### config.mk
export PLATFORM = sky130hd
export DESIGN_NAME = frame_egress_scheduler
export DESIGN_NICKNAME = d
export VERILOG_FILES = /design/src/rtl/frame_egress_scheduler_pkg.sv /design/src/rtl/egress_skid_buffer.sv /design/src/rtl/frame_egress_scheduler.sv
export SDC_FILE = /design/constraint.sdc
export NUM_CORES = 1
export LEC_CHECK = 0
export BUFFER_PORTS_ARGS = -buffer_cell sky130_fd_sc_hd__buf_4
export CORE_MARGIN = 8
export CORE_UTILIZATION = 35
export DETAILED_ROUTE_END_ITERATION = 7
export GPL_ROUTABILITY_DRIVEN = 0
export GPL_TIMING_DRIVEN = 1
export PLACE_DENSITY_LB_ADDON = 0.05
export SLEW_MARGIN = 20
export SYNTH_ARGS = -nofsm -noshare
export SYNTH_HDL_FRONTEND = slang
export SYNTH_SLANG_ARGS = --single-unit
### constraint.sdc
create_clock -name clk -period 2.4 [get_ports clk]
set_clock_uncertainty 0.1 [all_clocks]
set_input_delay 0.24 -clock clk [delete_from_list [all_inputs] [get_ports clk]]
set_output_delay 0.24 -clock clk [all_outputs]
set_load 0.05 [all_outputs]
### src/rtl/frame_egress_scheduler_pkg.sv
// Shared types and sideband field layout for the frame egress scheduler.
// The sideband writer packs its words against the same offsets.
`ifndef AXIS_DEST_WIDTH
`define AXIS_DEST_WIDTH 8
`endif

package frame_egress_scheduler_pkg;

  typedef enum logic [2:0] {
    IDLE   = 3'd0,
    POP    = 3'd1,
    LOAD   = 3'd2,
    STREAM = 3'd3,
    DRAIN  = 3'd4
  } egress_state_t;

  // Sideband word: {end_ptr (with wrap bit), dest}
  localparam int SB_DEST_LSB = 0;
  localparam int SB_PTR_LSB  = `AXIS_DEST_WIDTH;

  localparam int SKID_DEPTH = 2;
  localparam int SKID_WIDTH = 9;

endpackage

### src/rtl/egress_skid_buffer.sv
// Two-entry egress buffer with fall-through when empty, so a byte arriving
// from the frame buffer can leave on the same cycle it becomes valid.
module egress_skid_buffer
  import frame_egress_scheduler_pkg::*;
#(
  parameter int WIDTH = SKID_WIDTH
) (
  input  logic             clk,
  input  logic             reset,
  input  logic             i_in_valid,
  output logic             o_in_ready,
  input  logic [WIDTH-1:0] i_in_data,
  output logic             o_out_valid,
  input  logic             i_out_ready,
  output logic [WIDTH-1:0] o_out_data,
  output logic [1:0]       o_count
);

  logic [WIDTH-1:0] r_mem [SKID_DEPTH];
  logic             r_wr_idx;
  logic             r_rd_idx;
  logic [1:0]       r_count;

  logic w_empty;
  logic w_bypass;
  logic w_push;
  logic w_pop;

  assign w_empty     = (r_count == 2'd0);
  assign o_in_ready  = (r_count != 2'd2);
  assign o_out_valid = ~w_empty | i_in_valid;
  assign o_out_data  = w_empty ? i_in_data : r_mem[r_rd_idx];
  assign o_count     = r_count;

  // An arriving byte is stored only if it was not consumed straight through.
  assign w_bypass = w_empty & i_in_valid & i_out_ready;
  assign w_push   = i_in_valid & o_in_ready & ~w_bypass;
  assign w_pop    = ~w_empty & i_out_ready;

  always_ff @(posedge clk) begin
    if (reset) begin
      r_count  <= 2'd0;
      r_wr_idx <= 1'b0;
      r_rd_idx <= 1'b0;
    end else begin
      if (w_push) r_wr_idx <= ~r_wr_idx;
      if (w_pop)  r_rd_idx <= ~r_rd_idx;
      case ({w_push, w_pop})
        2'b10:   r_count <= r_count + 2'd1;
        2'b01:   r_count <= r_count - 2'd1;
        default: r_count <= r_count;
      endcase
    end
  end

  // NOTE: the data array is deliberately not reset; occupancy lives in r_count,
  // so stale entries are never presented.
  always_ff @(posedge clk) begin
    if (w_push) r_mem[r_wr_idx] <= i_in_data;
  end

endmodule

### src/rtl/frame_egress_scheduler.sv
// Pops one frame descriptor at a time, reads its bytes from the frame buffer
// and streams them out as an AXI-Stream frame tagged with the descriptor dest.
`ifndef AXIS_DEST_WIDTH
`define AXIS_DEST_WIDTH 8
`endif

module frame_egress_scheduler
  import frame_egress_scheduler_pkg::*;
#(
  parameter int ADDR_WIDTH = 11,
  parameter int DEST_WIDTH = `AXIS_DEST_WIDTH
) (
  input  logic                  clk,
  input  logic                  reset,
  input  logic                  sb_empty,
  output logic                  sb_ren,
  input  logic [19:0]           sb_rdata,
  output logic                  fb_ren,
  output logic [ADDR_WIDTH-1:0] fb_raddr,
  input  logic [7:0]            fb_rdata,
  output logic [ADDR_WIDTH:0]   fb_rptr,
  output logic [7:0]            m_tdata,
  output logic                  m_tvalid,
  input  logic                  m_tready,
  output logic                  m_tlast,
  output logic [DEST_WIDTH-1:0] m_tdest
);

  localparam int PW = ADDR_WIDTH + 1;

  egress_state_t         r_state;
  logic [PW-1:0]         r_rptr;
  logic [PW-1:0]         r_end_ptr;
  logic [DEST_WIDTH-1:0] r_dest;
  logic                  r_sb_ren;
  logic                  r_rd_valid;
  logic                  r_rd_last;

  logic [PW-1:0]         w_sb_end_ptr;
  logic [DEST_WIDTH-1:0] w_sb_dest;
  logic                  w_is_last;
  logic [1:0]            w_skid_count;
  logic [1:0]            w_occ;
  logic                  w_skid_in_ready;
  logic                  w_space;
  logic                  w_fb_ren;
  logic                  w_skid_out_valid;
  logic [8:0]            w_skid_out_data;
  logic                  w_last_done;

  assign w_sb_dest    = sb_rdata[SB_DEST_LSB +: DEST_WIDTH];
  assign w_sb_end_ptr = sb_rdata[SB_PTR_LSB +: PW];

  // Full-width compare so a frame ending just past the wrap is still found.
  assign w_is_last = (r_rptr == r_end_ptr - 1'b1);

  // A read is issued only if its byte is guaranteed a buffer slot on arrival.
  assign w_occ    = w_skid_count + {1'b0, r_rd_valid};
  assign w_space  = (w_occ < 2'd2) & w_skid_in_ready;
  assign w_fb_ren = (r_state == STREAM) & w_space;

  assign w_last_done = w_skid_out_valid & m_tready & w_skid_out_data[8];

  // NOTE: all state here is sequential and updated with <= only, so every
  // branch sees the values from the start of the cycle.
  always_ff @(posedge clk) begin
    if (reset) begin
      r_state    <= IDLE;
      r_rptr     <= '0;
      r_end_ptr  <= '0;
      r_dest     <= '0;
      r_sb_ren   <= 1'b0;
      r_rd_valid <= 1'b0;
      r_rd_last  <= 1'b0;
    end else begin
      r_sb_ren   <= 1'b0;
      r_rd_valid <= w_fb_ren;
      r_rd_last  <= w_fb_ren & w_is_last;
      if (w_fb_ren) r_rptr <= r_rptr + 1'b1;

      case (r_state)
        IDLE: begin
          if (!sb_empty) begin
            r_state  <= POP;
            r_sb_ren <= 1'b1;
          end
        end
        POP: r_state <= LOAD;
        LOAD: begin
          r_end_ptr <= w_sb_end_ptr;
          r_dest    <= w_sb_dest;
          r_state   <= (w_sb_end_ptr != r_rptr) ? STREAM : IDLE;
        end
        STREAM: begin
          if (w_fb_ren && w_is_last) r_state <= DRAIN;
        end
        DRAIN: begin
          if (w_last_done) r_state <= IDLE;
        end
        default: r_state <= IDLE;
      endcase
    end
  end

  egress_skid_buffer #(
    .WIDTH(SKID_WIDTH)
  ) u_skid (
    .clk        (clk),
    .reset      (reset),
    .i_in_valid (r_rd_valid),
    .o_in_ready (w_skid_in_ready),
    .i_in_data  ({r_rd_last, fb_rdata}),
    .o_out_valid(w_skid_out_valid),
    .i_out_ready(m_tready),
    .o_out_data (w_skid_out_data),
    .o_count    (w_skid_count)
  );

  assign sb_ren   = r_sb_ren & ~reset;
  assign fb_ren   = w_fb_ren;
  assign fb_raddr = r_rptr[ADDR_WIDTH-1:0];
  assign fb_rptr  = r_rptr;
  assign m_tvalid = w_skid_out_valid;
  assign m_tdata  = w_skid_out_data[7:0];
  assign m_tlast  = w_skid_out_data[8];
  assign m_tdest  = r_dest;

`ifdef ASSERT
  a_sb_ren_not_empty: assert property (@(posedge clk) disable iff (reset)
    sb_ren |-> !sb_empty);
  a_fb_ren_in_stream: assert property (@(posedge clk) disable iff (reset)
    fb_ren |-> (r_state == STREAM));
  a_beat_held: assert property (@(posedge clk) disable iff (reset)
    (m_tvalid && !m_tready) |=> (m_tvalid && $stable(m_tdata)));
`endif

endmodule

==> out/metrics.yaml <==
critical_path:
  r2r_slack_ps: 220
  worstSetupEndpointType: "register"
  cp-startpoint: "r_end_ptr[1]"
  path_buf_inv: 2
  cpPeakStageDelay_ps: 370
  path_class: "reg2reg"
  critPathSlowestCell: "dfxtp_2"
  r2r_end: "r_state[0]"
  worstPathCellList: "inv_1, ha_1, nor3b_1, buf_4, and3_1, o21a_1, o31ai_2, nand4_1, a41o_1"
  r2r_start: "r_end_ptr[1]"
  cp.required_ps: 2530
  r2r.worst_path.cells: 9
  cp_top_family: "compound AO/OA/AOI/OAI gates"
  crit_arrival_ps: 2310
  crit_path_start_kind: "register"
  crit_fanout: 5
detailed_routing:
  routed-via-count: 2609
  drt_wl_total_mm: 7.96
  ant_nets: 0
  drt-pass1-iter-count: 4
  drt_iter0_markers: 87
  drc_errors: 0
  viasPerCell: 4.89
  wire_per_inst_um: 14.9
grt:
  grt_overflow: 0
  grt_pass1_wl_mm: 13.4
  grt_max_degree: 44
  antenna_found_initial: 0
  grtUsageTotal_pct: 13.3
  grt_pass1_vias: 2698
pwr:
  leakage_nw: 1.60
  power.density_cell_area_mw_per_mm2: 636
  peakVddDrop_uv: 258
  fin_total_pwr_mw: 2.55
clocking:
  numCtsBuffers: 9
  cts_tree: "built"
  clk_latency_ps: 330
  cts.sinks: 61
  cts-root-buf: "clkbuf_8"
  clkTransAtPathRegs_ps: 70
  cts_buffer_depth: 2
  post_cts_buffers: 0
  htreeDepth: 3
timing:
  slew_viol_final: 0
  slew_headroom_pct: 43.1
  setup_viol: 0
  tns_ps: 0
  period_needed_ps: 2180
  hold_violations: 0
  clock.fmax_mhz: 458
  fin_crit_sh_pct: 91.0
  grt_setup_unrepaired: "false"
  max_slew.worst_pin.slew_ps: 851
yosys:
  yosysMostFrequentCell: "nand2_1"
  yosys-top-cells-count: "nand2_1 (61), dfxtp_1 (43), a21oi_1 (29), nor2_1 (29), xnor2_1 (23)"
  synth_cells: 347
  synth_top_area_share_pct: 27.6
  synth-main-ff-cell: "dfxtp_1"
  synth_edf_count: 18
  async_reset_ff_share_pct: 0
  yosys.area.top_type: "dfxtp_1"
  syn_avg_cell_area_um2: 8.99
  syn-num-nets: 382
  ys_types: 50
  synth-seq-cells: 61
  synth.cell_area_mm2: 0.00312
  yosysSeqAreaShare_pct: 44.9
  synthTopCellsByArea: "dfxtp_1 (28%), edfxtp_1 (17%), nand2_1 (7.3%)"
  yosysWarnings: 0
worst_hold_path:
  worst_hold_startpoint: "sb_rdata[5]"
  hp-class: "in2reg"
  holdPathStages: 3
  min_to: "m_tdest[5]"
finish:
  layoutNonFillerInstCount: 533
  multi_input_area_mm2: 0.00153
  seq_area_mm2: 0.00140
  fillerInstances: 894
  layout-drive-gt1-share_pct: 26.1
  final_nets: 455
  design_area_mm2: 0.00402
  area_growth_pct: 28.8
  n_antenna_cell: 0
place:
  hpwl_mm: 5.78
  port_buffers: 74
  dp_cells: 509
  place_area_mm2: 0.00372
die:
  placementRows: 34
  core_area_mm2: 0.00868
  die_w_um: 110
  initial_core_util_pct: 35.9
  die_h_um: 110
  die_area_mm2: 0.0122
  top_level_ports: 75
job:
  max-cap-violations: 0
run_status:
  status: "complete, no violations"
flip-flops by register name (all words and copies together) (netlist names), named ones only:
name	flops
r_rd_valid	1
u_skid.r_mem	18
u_skid.r_rd_idx	1
r_rd_last	1
m_tdest	8
u_skid.o_count	2
r_state	3
u_skid.r_wr_idx	1
r_end_ptr	12
r_sb_ren	1
fb_rptr	12
cells in the final DEF (no fill, tap or decap), drive strengths merged, types with 3 or more instances in the layout:
cell	netlist	routed
buf	15	84
nand2	61	61
dfxtp	43	43
nor2	29	29
a21oi	29	29
xnor2	23	23
edfxtp	18	18
o21ai	14	14
nand4	12	12
mux2i	11	11
xor2	11	11
clkbuf	15	10
dlygate4sd3	0	8
nor2b	6	6
inv	5	5
nand3	4	4
or3	4	4
nor4	4	4
clkinv	0	4
or2	3	3
and2	3	3
nor3	3	3
ha	3	3
worst reg2reg max path, stage by stage, from the launching register on:
cell	delay, ps
dfxtp_2	370
inv_1	50
ha_1	230
nor3b_1	160
buf_4	150
and3_1	190
o21a_1	170
o31ai_2	210
nand4_1	170
a41o_1	270
timing repair:
action / CTS / global route
endpoints found under the setup margin: 0 / 1
endpoints found under the hold margin: 16 / 0
hold buffers: 8 / 0
gates resized for setup: 0 / 1
how the worst max path moves through the flow:
stage | end | slack (ps) | cells after the start
after floorplan | m_tdata[0] | 140 | 3
after global placement | r_state[0] | 220 | 9
after detailed placement | r_state[0] | 170 | 8
after CTS | r_state[0] | 160 | 9
after global routing | r_state[0] | 40 | 9
final | r_state[0] | 220 | 9
layout make-up:
type,instances,area share [%]
multi-input combinational,251,38.2
clock buffer,10,3.18
clock inverter,6,2.18
sequential,61,34.9
timing repair buffer,92,17.7
inverter,5,0.467
tap,108,3.36
cell families (layout without fill, tap and decap cells):
kind of cell             Yosys count  after routing  synth area share (%)
AND/OR/NAND/NOR                  142            142                  22.3
flip-flops                        61             61                  44.9
AO/OA/AOI/OAI                     60             60                  12.2
buffers and inverters             35            113                  5.90
XOR/XNOR                          34             34                  9.55
multiplexers                      12             12                  3.89
adder cells (fa/ha/maj)            3              3                  1.20
power breakdown:
part	leakage, nW	total, mW	internal (mW)	switching (mW)
logic	0.981	0.426	0.185	0.241
registers	0.511	1.12	1.09	0.0328
clock network	0.110	1.01	0.585	0.424
total	1.60	2.55	1.86	0.698
routing by layer:
layer,part of all wire [%],GRT usage (%)
met2,44,19.8
met4,1.3,5.68
met3,4.3,3.57
met5,0,0
met1,50,17.7
stage by stage:
stage               worst slack [ps]  hold WS (ps)  util, %
detailed placement               171           339     42.9
global placement                 225           335     42.9
CTS                              157          33.1     46.3
global route                    40.3          38.0     46.3
floorplan                        137           239        -
finish                           216          49.6     46.3
(Power assumes the default switching activity.)
